<file path="config.mk">
export PLATFORM = sky130hd
export DESIGN_NAME = divider
export DESIGN_NICKNAME = d
export VERILOG_FILES = /design/src/rtl/divider.sv
export SDC_FILE = /design/constraint.sdc
export NUM_CORES = 1
export LEC_CHECK = 0
export BUFFER_PORTS_ARGS = -buffer_cell sky130_fd_sc_hd__clkbuf_2
export CORE_MARGIN = 8
export CORE_UTILIZATION = 52
export CTS_CLUSTER_DIAMETER = 50
export DETAILED_ROUTE_END_ITERATION = 7
export PLACE_DENSITY = 0.74
export REMOVE_ABC_BUFFERS = 1
export SETUP_SLACK_MARGIN = 0.1
export SYNTH_ARGS = -nofsm -noshare
export SYNTH_HDL_FRONTEND = slang
export SYNTH_SLANG_ARGS = --single-unit
</file>
<file path="constraint.sdc">
create_clock -name clk -period 4.6 [get_ports clk]
set_input_delay 0.23 -clock clk [delete_from_list [all_inputs] [get_ports clk]]
set_output_delay 0.23 -clock clk [all_outputs]
set_load 0.02 [all_outputs]
</file>
<file path="src/rtl/divider.sv">
// divider: multi-cycle unsigned restoring divider, one quotient bit per clock.
//
// Ports:
//   clk         system clock, rising edge
//   rst         asynchronous active-high reset
//   start       begin a division (accepted only in IDLE)
//   dividend    unsigned dividend, sampled when start is accepted
//   divisor     unsigned divisor, sampled when start is accepted
//   done        one-cycle pulse, result valid
//   quotient    registered unsigned quotient
//   remainder   registered unsigned remainder
//   div_by_zero registered flag, latched divisor was zero
//               (present only when DIVIDER_DBZ_FLAG_EN is defined)
//
// Optional feature macro: DIVIDER_DBZ_FLAG_EN
//
// Latency: start accepted at edge k, done high in the cycle after edge
// k+WIDTH+1. Divide by zero yields quotient all ones, remainder = dividend.
module divider #(
  parameter int unsigned WIDTH = 32
) (
  input  logic             clk,
  input  logic             rst,
  input  logic             start,
  input  logic [WIDTH-1:0] dividend,
  input  logic [WIDTH-1:0] divisor,
  output logic             done,
  output logic [WIDTH-1:0] quotient,
  output logic [WIDTH-1:0] remainder
`ifdef DIVIDER_DBZ_FLAG_EN
  ,
  output logic             div_by_zero
`endif
);

  localparam int unsigned CW = $clog2(WIDTH + 1);

  typedef enum logic [1:0] {
    S_IDLE = 2'd0,
    S_BUSY = 2'd1,
    S_DONE = 2'd2
  } state_t;

  state_t           r_state;
  state_t           w_next;

  logic [WIDTH-1:0] r_div;   // latched divisor
  logic [WIDTH-1:0] r_dq;    // dividend bits shift out, quotient bits shift in
  logic [WIDTH-1:0] r_rem;   // partial remainder
  logic [CW-1:0]    r_cnt;   // iterations left
  logic [WIDTH-1:0] r_quot;
  logic [WIDTH-1:0] r_remo;
`ifdef DIVIDER_DBZ_FLAG_EN
  logic             r_dbz;
`endif

  logic [WIDTH:0]   w_shift;
  logic             w_qbit;
  logic [WIDTH-1:0] w_rem_next;

  // Trial subtraction: the comparison is done at WIDTH+1 bits so the shifted
  // partial remainder cannot overflow. When it succeeds the true difference is
  // below the divisor, so the low WIDTH bits of a WIDTH-bit subtract are exact.
  always_comb begin
    w_shift    = {r_rem, r_dq[WIDTH-1]};
    w_qbit     = (w_shift >= {1'b0, r_div});
    w_rem_next = w_qbit ? (w_shift[WIDTH-1:0] - r_div) : w_shift[WIDTH-1:0];
  end

  always_ff @(posedge clk or posedge rst) begin
    if (rst) begin
      r_state <= S_IDLE;
    end else begin
      r_state <= w_next;
    end
  end

  always_comb begin
    w_next = r_state;
    case (r_state)
      S_IDLE:  if (start) w_next = S_BUSY;
      S_BUSY:  if (r_cnt == '0) w_next = S_DONE;
      S_DONE:  w_next = S_IDLE;
      default: w_next = S_IDLE;
    endcase
  end

  // BUSY iterates while the counter is non-zero; the edge that finds it at
  // zero copies the result out, which places done after edge k+WIDTH+1.
  always_ff @(posedge clk or posedge rst) begin
    if (rst) begin
      r_div  <= '0;
      r_dq   <= '0;
      r_rem  <= '0;
      r_cnt  <= '0;
      r_quot <= '0;
      r_remo <= '0;
`ifdef DIVIDER_DBZ_FLAG_EN
      r_dbz  <= 1'b0;
`endif
    end else begin
      case (r_state)
        S_IDLE: begin
          if (start) begin
            r_div <= divisor;
            r_dq  <= dividend;
            r_rem <= '0;
            r_cnt <= CW'(WIDTH);
          end
        end
        S_BUSY: begin
          if (r_cnt != '0) begin
            r_rem <= w_rem_next;
            r_dq  <= {r_dq[WIDTH-2:0], w_qbit};
            r_cnt <= r_cnt - CW'(1);
          end else begin
            r_quot <= r_dq;
            r_remo <= r_rem;
`ifdef DIVIDER_DBZ_FLAG_EN
            r_dbz  <= (r_div == '0);
`endif
          end
        end
        default: ;
      endcase
    end
  end

  assign done      = (r_state == S_DONE);
  assign quotient  = r_quot;
  assign remainder = r_remo;
`ifdef DIVIDER_DBZ_FLAG_EN
  assign div_by_zero = r_dbz;
`endif

endmodule

</file>
# Word level (Yosys, flattened, before mapping)
# Cells that the tools add are included.
op_classes:
  addsub: 2
  n_lt_le_gt_ge: 1
  n_eq_ne: 5
  mux: 13
  bitwise_logic: 1
  n_reduce_logical: 8
op_table:
  columns: ["op", "count"]
  rows:
  - ["two-way mux 32 bit", 5]
  - ["one-hot mux 32 bit (2 select lines)", 2]
  - [">= comparator 33 x 32 -> 1 bit", 1]
  - ["subtractor 32 bit", 1]
  - ["two-way mux 6 bit", 2]
  - ["one-hot mux 6 bit (2 select lines)", 1]
  - ["logical NOT 6 bit", 1]
  - ["inequality test 2 bit, second input constant", 3]
  - ["AND reduction 2 bit", 3]
  - ["nonzero test 6 bit", 1]
  - ["subtractor 6 x 1 -> 6 bit, second input constant", 1]
  - ["two-way mux 2 bit", 2]
  - ["one-hot mux 2 bit (2 select lines)", 1]
  - ["AND reduction 3 bit", 1]
  - ["equality test 2 x 1 -> 1 bit, second input constant", 1]
  - ["equality test 2 bit, second input constant", 1]
  - ["logical NOT 2 bit", 1]
  - ["nonzero test 2 bit", 1]
  - ["NOT 1 bit", 1]
word_totals:
  ff_bits: 168
  input_bits: 67
  output_inout_bits: 65
  elab_cells: 37

# Longest topological paths before layout
depth:
  ltp_word: 4
  ltp_mapped: 12
  depth_no_buf: 11

# Worst setup path before layout
# OpenSTA, ideal clock, no wires.
synth_timing:
  path_type: "register to register"
  start: "register r_dq[31]"
  end: "register r_rem[24]"
  setup_ns: 0.122
  arrival_ns: 2.759
  required_time_ns: 4.478
  setup_slack_ns: 1.719
  path_stages_with_launch: 12
  n_path_buf: 0
  path_cell_list: "dfrtp_1 > inv_1 > ha_1 > fa_1 > nand2b_1 > a211oi_1 > o211ai_1 > a21oi_1 > nor2_1 > o2111a_1 > or4_1 > a32o_1"
synth_between:
  elab_chain_cells: 4
  elab_cells_between_ends: 5
synth_rtl:
  columns: ["element", "line", "source"]
  rows:
  - ["start, declared", "48", "logic [WIDTH-1:0] r_dq;"]
  - ["start signal, assigned", "106", "r_dq <= dividend;"]
  - ["start signal, assigned", "114", "r_dq <= {r_dq[WIDTH-2:0], w_qbit};"]
  - ["subtractor 32 bit / >= comparator 33 x 32 -> 1 bit (equally long branches)", "67, 66", null]
  - ["two-way mux 32 bit (*)", "67", "w_rem_next = w_qbit ? (w_shift[WIDTH-1:0] - r_div) : w_shift[WIDTH-1:0];"]
  - ["two-way mux 32 bit (*)", "112", "if (r_cnt != '0) begin"]
  - ["one-hot mux 32 bit (2 select lines) (*)", "102", "case (r_state)"]
  - ["end signal, assigned", "113", "r_rem <= w_rem_next;"]
  - ["end, declared", "49", "logic [WIDTH-1:0] r_rem;"]
# Mark *: on every way between the ends. The rest lies on a longest branch, timed or not. The select of a mux whose other input is x is not followed.
# A chain may end at the register's enable or synchronous reset.

# Worst setup path after layout
# Ends and elaborated chain as after synthesis.

==> impl_metrics.ini <==
[run_status]
status = finished, final reports clean

[power]
p_leak_nw = 5.092
power_density_mw_per_mm2 = 924.9
ir_drop_uv = 423.3

[placement]
placed_area_mm2 = 0.009485
io_buffer_count = 131
gp_congestion = 0.9488
place_ws_ns = 1.486
hpwl_mm = 14.99
dp.cells = 1333

[setup_path]
worstSetupPathType = reg2reg
path_max_fanout = 3
crit_slowest_cell = or4_1
critical_path.cell_chain = inv_1 > ha_1 > fa_1 > nand2b_1 > a211oi_1 > o211ai_1 > a21oi_1 > nor2_1 > o2111a_1 > or4_1 > a32o_1
cp-start-kind = flip-flop
rr_worst_depth = 11
reg2reg_slack_ns = 1.46
r2r_end = r_rem[24]$_DFFE_PP0P_
end_kind = flip-flop
worstPathArrival_ns = 3.47
cp_slowest_stage_delay_ns = 0.49
r2r-start = r_dq[31]$_DFFE_PP0P_
crit_required_ns = 4.93

[clocking]
numCtsBuffers = 17
htreeDepth = 4
cts-hold-fix-buffers = 16
ctsResizeCount = 0
cts_tree = built
insertion_delay_ns = 0.44
clkTransAtPathRegs_ns = 0.07
cts-root-buf = clkbuf_16
clockBufferDepth = 2
postCtsSetupRepairBufs = 0
cts_num_sinks = 168

[routing]
route.detailed.drc = 0
wl_per_cell_um = 15.87
first_iter_violations = 500
ant_nets = 0
routed_via_density = 5.441
num_vias = 7514
drtPass1Iterations = 5
wl_mm = 21.92

[logic_synthesis]
ys_seq_area_share_pct = 48.45
synth_area_mm2 = 0.008677
synth_cell_types = 53
synth_most_common_cell = nand2_1
synthTopCellsByArea = dfrtp_1 48%, nand2_1 14%, ha_1 4.9%, o21ai_0 3.3%, nand3_1 2.9%
avgSynthCellArea_um2 = 8.441
async_flop_share_pct = 100.0
synth_edf_count = 0
synth_flop_cell = dfrtp_1
yosys_warnings = 0
synth_top_area_cell = dfrtp_1
yosys.area.top_type_share_pct = 48.45
ys_seq_elements = 168
synth.top_cells.by_count = 328 x nand2_1, 168 x dfrtp_1, 58 x o21ai_0
postSynthCellCount = 1028

[layout]
utilization_pct = 62.20
multiInputGateArea_mm2 = 0.004079
fillerInstances = 1497
fin_nets = 1250
syn_to_final_growth_pct = 18.02
antenna_cells = 0
layout-drive-gt1-share_pct = 16.45
final-seq-area_mm2 = 0.004204
final_area_mm2 = 0.01024
stdcell_count = 1381

[timing]
fin_skew_ns = 0.01180
report.final.slew_viol_count = 0
relSlewSlack_pct = 15.05
fin_crit_sh_pct = 68.22
hold_viol_final = 0
worst_pin_slew_ns = 1.274
setup_violations = 0
fin_ws_ns = 1.462
min_period_ns = 3.138
rsz0062_at_grt = no
max_freq_ghz = 0.3187

[die]
die_area_mm2 = 0.02108
core.rowCount = 47
die_x_um = 145.2
pin_count = 132
fp.dieH_um = 145.2
core_area_mm2 = 0.01647
start_util_pct = 52.70

[grt]
grt_max_degree = 81
gr-total-overflow = 0
grt_usage_pct = 21.11
grt_pass1_vias = 7430
antenna_found_initial = 0
grt_pass1_wl_mm = 36.98

[hold_path]
hold_depth = 3
hold_class = in2reg
worst_hold_path.endpoint = r_div[16]$_DFFE_PP0P_
hp-start = divisor[16]

[run]
cap_violations = 0
worst max-delay path by stage:
stage	from	end	slack, ns	cells after the start
6_report	r_dq[31]$_DFFE_PP0P_	r_rem[24]$_DFFE_PP0P_	1.46	11
5_1_grt	r_dq[31]$_DFFE_PP0P_	r_rem[24]$_DFFE_PP0P_	1.26	11
4_1_cts	r_dq[31]$_DFFE_PP0P_	r_rem[24]$_DFFE_PP0P_	1.46	11
3_5_place_dp	r_dq[31]$_DFFE_PP0P_	r_rem[24]$_DFFE_PP0P_	1.49	11
3_3_place_gp	r_dq[31]$_DFFE_PP0P_	r_rem[24]$_DFFE_PP0P_	1.56	11
2_1_floorplan	rst	quotient[0]$_DFFE_PP0P_	-0.18	1
area by class of cell:
cell class,count,share of cell area [%]
inverter,45,1.698
multi-input combinational,756,39.83
sequential,168,41.05
clock inverter,13,1.393
tap,220,2.688
clock buffer,19,4.423
timing repair buffer,160,8.919
kinds of logic after synthesis:
logic type	Yosys count	share of synthesized area (%)
AO/OA/AOI/OAI	204	15.31
flip-flops	168	48.45
buffers and inverters	104	4.643
adder cells (fa/ha/maj)	35	5.133
AND/OR/NAND/NOR	487	23.43
XOR/XNOR	30	3.028
cell usage in the layout, fill, tap and decap left out, drive strengths merged, types with 7 or more instances in the layout:
master | netlist | layout
nand2 | 329 | 329
a21o | 12 | 12
clkbuf | 47 | 150
buf | 12 | 13
nor2 | 52 | 52
nand2b | 7 | 7
o311ai | 16 | 16
inv | 45 | 49
o21ai | 59 | 59
nand3 | 50 | 50
dlygate4sd3 | 0 | 16
xnor2 | 14 | 14
or3 | 7 | 7
a32oi | 10 | 10
xor2 | 16 | 16
ha | 34 | 34
nor3 | 11 | 11
dfrtp | 168 | 168
a21oi | 39 | 39
a31oi | 36 | 36
nand4 | 10 | 10
through the flow:
stage	hold slack [ns]	setup TNS, ns	power [mW]
after floorplan	0.3354	-29.69	6.565
after global placement	0.4094	0	7.878
after detailed placement	0.4112	0	8.007
after CTS	0.0005733	0	9.507
after global routing	0.004063	0	10.29
final	0.01226	0	9.472
critical path: cells and delay by family, from the launching register on:
family          cells  cell delay (ns)
compound gates      5             1.21
simple gates        3             0.78
fa+ha+maj           2             0.63
flops               1             0.37
buf+inv             1             0.06
report_power, final:
group	internal (mW)	switching, mW
Combinational	2.01	3.33
Clock	0.834	0.611
Sequential	2.22	0.464
Total	5.07	4.40
per-layer routing:
layer  global-route usage, %  part of all wire (%)
met3                   3.700                   5.2
met1                   28.10                    45
met2                   33.76                    47
met4                   8.225                   2.0
met5                       0                     0
flip-flops by register name (all words and copies together), names as in the netlist:
signal	count
r_state	2
r_cnt	6
remainder	32
quotient	32
r_dq	32
r_div	32
r_rem	32
No activity file was read; power rests on OpenSTA's default activity.
